$ cat src/rtl/multi_freq_serial_out.sv
// Serial word shifter with four runtime-selectable bit rates, idle-level modes and frame repeat.
// Build option SERIAL_OUT_LSB_FIRST_EN: shift bit 0 first instead of bit DATA_BIT-1.
`timescale 1ns/1ps

module multi_freq_serial_out #(
   parameter int unsigned DATA_BIT     = 16,
   parameter int unsigned TICK_PER_BIT = 16,
   parameter int unsigned DIV_WIDTH    = 16,
   parameter int unsigned DIV0         = 63,
   parameter int unsigned DIV1         = 31,
   parameter int unsigned DIV2         = 15,
   parameter int unsigned DIV3         = 7
) (
   input  logic                clk,
   input  logic                rst_n,
   input  logic [1:0]          i_sel_freq,
   input  logic                i_start,
   input  logic                i_stop,
   input  logic [1:0]          i_idle_mode,
   input  logic [DATA_BIT-1:0] i_data,
   output logic                o_data,
   output logic                o_busy,
   output logic                o_done_tick
);

   localparam int unsigned BIT_W  = (DATA_BIT > 1) ? $clog2(DATA_BIT) : 1;
   localparam int unsigned TICK_W = (TICK_PER_BIT > 1) ? $clog2(TICK_PER_BIT) : 1;

   typedef enum logic {
      ST_IDLE,
      ST_SHIFT
   } state_t;

   state_t                 state_q, state_d;
   logic [DATA_BIT-1:0]    word_q, word_d;
   logic [DIV_WIDTH-1:0]   div_q, div_d;
   logic [DIV_WIDTH-1:0]   div_cnt_q, div_cnt_d;
   logic [TICK_W-1:0]      tick_cnt_q, tick_cnt_d;
   logic [BIT_W-1:0]       bit_cnt_q, bit_cnt_d;
   logic                   last_bit_q, last_bit_d;
   logic                   data_q, data_d;
   logic                   busy_q, busy_d;

   logic [DIV_WIDTH-1:0]   sel_div_c;
   logic                   div_tick_c;
   logic                   bit_end_c;
   logic                   frame_end_c;

   // Output bit for a given position in the frame (position 0 goes out first).
   function automatic logic pick_bit(input logic [DATA_BIT-1:0] word, input logic [BIT_W-1:0] pos);
`ifdef SERIAL_OUT_LSB_FIRST_EN
      return word[pos];
`else
      return word[BIT_W'(DATA_BIT - 1) - pos];
`endif
   endfunction

   function automatic logic idle_level(input logic [1:0] mode, input logic last_bit);
      case (mode)
         2'b01:   return 1'b1;
         2'b10:   return last_bit;
         default: return 1'b0;
      endcase
   endfunction

   always_comb begin
      sel_div_c = DIV_WIDTH'(DIV0);
      case (i_sel_freq)
         2'd1:    sel_div_c = DIV_WIDTH'(DIV1);
         2'd2:    sel_div_c = DIV_WIDTH'(DIV2);
         2'd3:    sel_div_c = DIV_WIDTH'(DIV3);
         default: sel_div_c = DIV_WIDTH'(DIV0);
      endcase
   end

   assign div_tick_c  = (div_cnt_q == div_q - DIV_WIDTH'(1));
   assign bit_end_c   = div_tick_c && (tick_cnt_q == TICK_W'(TICK_PER_BIT - 1));
   assign frame_end_c = (state_q == ST_SHIFT) && bit_end_c && (bit_cnt_q == BIT_W'(DATA_BIT - 1));

   // Abort in the frame-end clock suppresses the pulse, so it is qualified by the live stop.
   assign o_done_tick = frame_end_c && !i_stop;
   assign o_data      = data_q;
   assign o_busy      = busy_q;

   always_comb begin
      state_d    = state_q;
      word_d     = word_q;
      div_d      = div_q;
      div_cnt_d  = div_cnt_q;
      tick_cnt_d = tick_cnt_q;
      bit_cnt_d  = bit_cnt_q;
      last_bit_d = last_bit_q;
      data_d     = data_q;

      case (state_q)
         ST_IDLE: begin
            div_cnt_d  = '0;
            tick_cnt_d = '0;
            bit_cnt_d  = '0;
            data_d     = idle_level(i_idle_mode, last_bit_q);
            if (i_start && !i_stop) begin
               state_d = ST_SHIFT;
               word_d  = i_data;
               div_d   = sel_div_c;
               data_d  = pick_bit(i_data, '0);
            end
         end
         ST_SHIFT: begin
            last_bit_d = data_q;
            if (i_stop) begin
               state_d    = ST_IDLE;
               div_cnt_d  = '0;
               tick_cnt_d = '0;
               bit_cnt_d  = '0;
               data_d     = idle_level(i_idle_mode, data_q);
            end else begin
               div_cnt_d = div_tick_c ? '0 : div_cnt_q + DIV_WIDTH'(1);
               if (div_tick_c) begin
                  tick_cnt_d = (tick_cnt_q == TICK_W'(TICK_PER_BIT - 1)) ? '0
                                                                         : tick_cnt_q + TICK_W'(1);
               end
               if (bit_end_c) begin
                  if (bit_cnt_q == BIT_W'(DATA_BIT - 1)) begin
                     bit_cnt_d = '0;
                     // Repeat mode reloads with no gap; other modes drop to the idle level.
                     if (i_idle_mode == 2'b11) begin
                        data_d = pick_bit(word_q, '0);
                     end else begin
                        state_d = ST_IDLE;
                        data_d  = idle_level(i_idle_mode, data_q);
                     end
                  end else begin
                     bit_cnt_d = bit_cnt_q + BIT_W'(1);
                     data_d    = pick_bit(word_q, bit_cnt_q + BIT_W'(1));
                  end
               end
            end
         end
         default: state_d = ST_IDLE;
      endcase

      busy_d = (state_d == ST_SHIFT);
   end

   always_ff @(posedge clk or negedge rst_n) begin
      if (!rst_n) begin
         state_q    <= ST_IDLE;
         word_q     <= '0;
         div_q      <= '0;
         div_cnt_q  <= '0;
         tick_cnt_q <= '0;
         bit_cnt_q  <= '0;
         last_bit_q <= 1'b0;
         data_q     <= 1'b0;
         busy_q     <= 1'b0;
      end else begin
         state_q    <= state_d;
         word_q     <= word_d;
         div_q      <= div_d;
         div_cnt_q  <= div_cnt_d;
         tick_cnt_q <= tick_cnt_d;
         bit_cnt_q  <= bit_cnt_d;
         last_bit_q <= last_bit_d;
         data_q     <= data_d;
         busy_q     <= busy_d;
      end
   end

endmodule

$ cat config.mk
export PLATFORM = sky130hd
export DESIGN_NAME = multi_freq_serial_out
export DESIGN_NICKNAME = d
export VERILOG_FILES = /design/src/rtl/multi_freq_serial_out.sv
export SDC_FILE = /design/constraint.sdc
export NUM_CORES = 1
export LEC_CHECK = 0
export ABC_AREA = 1
export BUFFER_PORTS_ARGS = -buffer_cell sky130_fd_sc_hd__buf_2
export CAP_MARGIN = 0
export CORE_AREA = 2 2 90 92
export DETAILED_ROUTE_END_ITERATION = 16
export DIE_AREA = 0 0 92 94
export GPL_TIMING_DRIVEN = 0
export HOLD_SLACK_MARGIN = 0.05
export PLACE_DENSITY = 0.55
export SLEW_MARGIN = 20
export SYNTH_ARGS = -nofsm -noshare
export SYNTH_HDL_FRONTEND = slang
export SYNTH_SLANG_ARGS = --single-unit
$ cat constraint.sdc
create_clock -name clk -period 2.9 [get_ports clk]
set_input_delay 0.435 -clock clk [delete_from_list [all_inputs] [get_ports clk]]
set_output_delay 0.435 -clock clk [all_outputs]
set_load 0.01 [all_outputs]
==> key figures <==
Finish
  – # nets final: 415
  – Area delta synth->final: 13.9%
  – Share of cells above drive strength 1: 0.144
  – Ant diodes: 0
  – Design Area, Final: 3020 µm²
  – Final Core Density: 0.396

Drt
  – First drt pass iteration count: 4
  – Routed Antenna Nets: 0
  – Via-per-instance ratio: 4.66
  – Total wire length: 5630 µm
  – Routed len/inst: 11.6 µm
  – DR DRC count: 0
  – DRT iter0 DRCs: 71
  – Vias post-DR: 2,258

CTS
  – Cts hold-fix bufs: 0
  – TritonCTS Buffers: 5
  – Worst-path clk slew: 0.08 ns
  – Clk root buf: clkbuf_8
  – Worst-skew pair later-pin latency: 0.29 ns
  – Setup Buffers After CTS: 0
  – Post-cts gate resize count: 0
  – CTS H-tree depth: 2
  – CTS sink count: 47
  – CTS tree: yes
  – Clk buf depth: 2

Timing
  – Fin crit share: 0.917
  – FMAX: 376 MHz
  – Clock Skew: 0.00682 ns
  – Final TNS setup: 0 ns
  – Worst Tran Pin Value: 0.607 ns
  – Min Tclk post-route: 2.66 ns
  – Final Slew Violations: 0
  – # setup viols final: 0
  – Slew HR: 0.596
  – Final hold vios: 0
  – RSZ-0062 raised after global routing: false
  – Crit path setup slack, layout: 0.241 ns

Yosys
  – Syn avg cell area: 7.56 µm²
  – Synthesized instance count: 350
  – Synth unique cells: 34
  – Synth Cell Area: 2650 µm²
  – Seq cells post-synth: 47
  – Net count after synthesis: 382
  – Sequential element share of the synthesized area: 0.444
  – YS warnings: 0

Global route
  – GRT Total Usage: 0.144
  – Largest net degree at the start of global routing: 48
  – Vias in the first global route: 2,250
  – Gr ovfl total: 0
  – Global-route wire length before repair: 10,100 µm
  – Initial antenna violation count: 0

Critical path
  – Req. time, crit path: 2.47 ns
  – CP startpoint kind: flip-flop
  – R2R setup slack: 0.93 ns
  – CP endpoint kind: primary output
  – Arrival time worst endpoint: 2.22 ns
  – Crit Path Category: flip-flop to primary output
  – Crit-path max FO: 7

Power
  – Net Switching: 0.000526 W
  – Reg power frac: 0.498
  – Leak: 1.47 nW
  – Clk network pwr share: 0.267
  – Switch share: 0.308
  – Pwr/cell area: 566 nW/µm²
  – Worst VDD drop: 0.000276 V
  – Comb pwr share: 0.235
  – Internal Power: 0.00118 W

Floorplanning
  – Core box area: 7610 µm²
  – Row count: 32
  – Starting density of the core: 0.348
  – Die Wd: 92 µm
  – I/O Pins: 27
  – Die footprint: 8650 µm²
  – Die Ht: 94 µm

Placed design
  – DP Wirelength: 4300 µm
  – Area after DPL: 2910 µm²
  – Post-Place Setup Slack: 0.496 ns
  – Routability cong.: 0.873
  – PortBufs: 26

Status
  – Outcome: finished, final reports clean

Hold path
  – Worst hold path type: input port to async pin

Run
  – MaxCap Viol Count: 0
[placed cells by master, fill, tap and decap left out, drive strengths merged, types with 2 or more instances in the layout]
cell type,instances
nor3,8
nor3b,3
xnor2,2
nand4,6
nor2,49
or2,3
a21oi,7
inv,38
ha,8
buf,31
dfrtp,47
xor2,8
o21ai,19
o22ai,2
clkbuf,8
nand3,34
nand2,101
[critical path, cell delays in order, from the launching register on]
cell and delay, ns:
dfrtp_1 0.43, nor3_2 0.22, ha_1 0.19, inv_1 0.05
nand2_1 0.05, nand2_1 0.05, nor2_1 0.09, nand3_1 0.10
nor2_2 0.16, nand3_4 0.15, nor2_1 0.13, nand4_1 0.09
nor2_1 0.11, buf_2 0.14
[final timing paths]
kind	from	endpoint	cells after the start
max in group asynchronous	rst_n	bit_cnt_q[2]	1
worst min-delay path	rst_n	div_q[5]	1
worst max-delay path	div_q[3]	o_done_tick	13
worst max register to register	div_q[3]	tick_cnt_q[3]	13
worst min register to register	word_q[1]	word_q[1]	2
min in group clk	i_data[11]	word_q[11]	3
[power by group through the flow]
stage | combinational, W | sequential, W | clock, W
6_report | 0.000402 | 0.000851 | 0.000455
5_1_grt | 0.000477 | 0.000866 | 0.000509
4_1_cts | 0.000410 | 0.000849 | 0.000477
3_5_place_dp | 0.000407 | 0.000860 | 0
3_3_place_gp | 0.000401 | 0.000858 | 0
2_1_floorplan | 0.000303 | 0.000841 | 0
[cell families (layout without fill, tap and decap cells)]
family,count (synthesis),in the layout,share of synthesized area
xor gates and xnor gates,10,10,0.0331
buffers and inverters,46,79,0.0709
DFF,47,47,0.444
adders and majority gates,8,8,0.0378
AOI/OAI and AO/OA,32,32,0.0647
and+or+nand+nor,207,207,0.349
[synth_stat cells (all sizes together)]
cell,n,area share
inv,38,0.054
nand2,101,0.15
xor2,8,0.026
a21oi,7,0.013
o21bai,1,0.0028
and2,1,0.0024
dfrtp,47,0.44
nor4,1,0.0024
clkbuf,2,0.0028
nor3,8,0.015
nor2,49,0.077
or2,3,0.0071
nand3,34,0.069
o21ai,19,0.036
a31oi,1,0.0024
o22ai,2,0.0047
nor3b,3,0.012
nand3b,1,0.0028
buf,5,0.013
ha,8,0.038
xnor2,2,0.0066
nand4,6,0.014
o21a,1,0.0028
o211ai,1,0.0028
clkinv,1,0.0014
[stage by stage]
stage	hold WS (ns)	instances	power, W
2_1_floorplan	0.139	350	0.00114
3_3_place_gp	0.461	478	0.00126
3_5_place_dp	0.463	478	0.00127
4_1_cts	0.322	485	0.00174
5_1_grt	0.193	485	0.00185
6_report	0.160	485	0.00171
[layer usage]
| layer | track usage | wire (µm) |
|---|---|---|
| met3 | 0.0273 | 178 |
| met2 | 0.246 | 2700 |
| met5 | 0 | 0 |
| met1 | 0.187 | 2690 |
| met4 | 0.0386 | 61 |
[final cells by class]
class	instances	area, µm²
Sequential cell	47	1180
Clock buffer	6	72.6
Buffer	7	41.3
Multi-Input combinational cell	257	1290
Inverter	39	146
Clock inverter	1	30.0
Fill cell	857	4590
Timing Repair Buffer	26	133
Tap cell	102	128
[state kept, by name (all words and copies together) (netlist names)]
name and flops:
bit_cnt_q 4, div_cnt_q 16, div_q 4, last_bit_q 1
o_busy 1, o_data 1, tick_cnt_q 4, word_q 16
(Power assumes the default switching activity.)
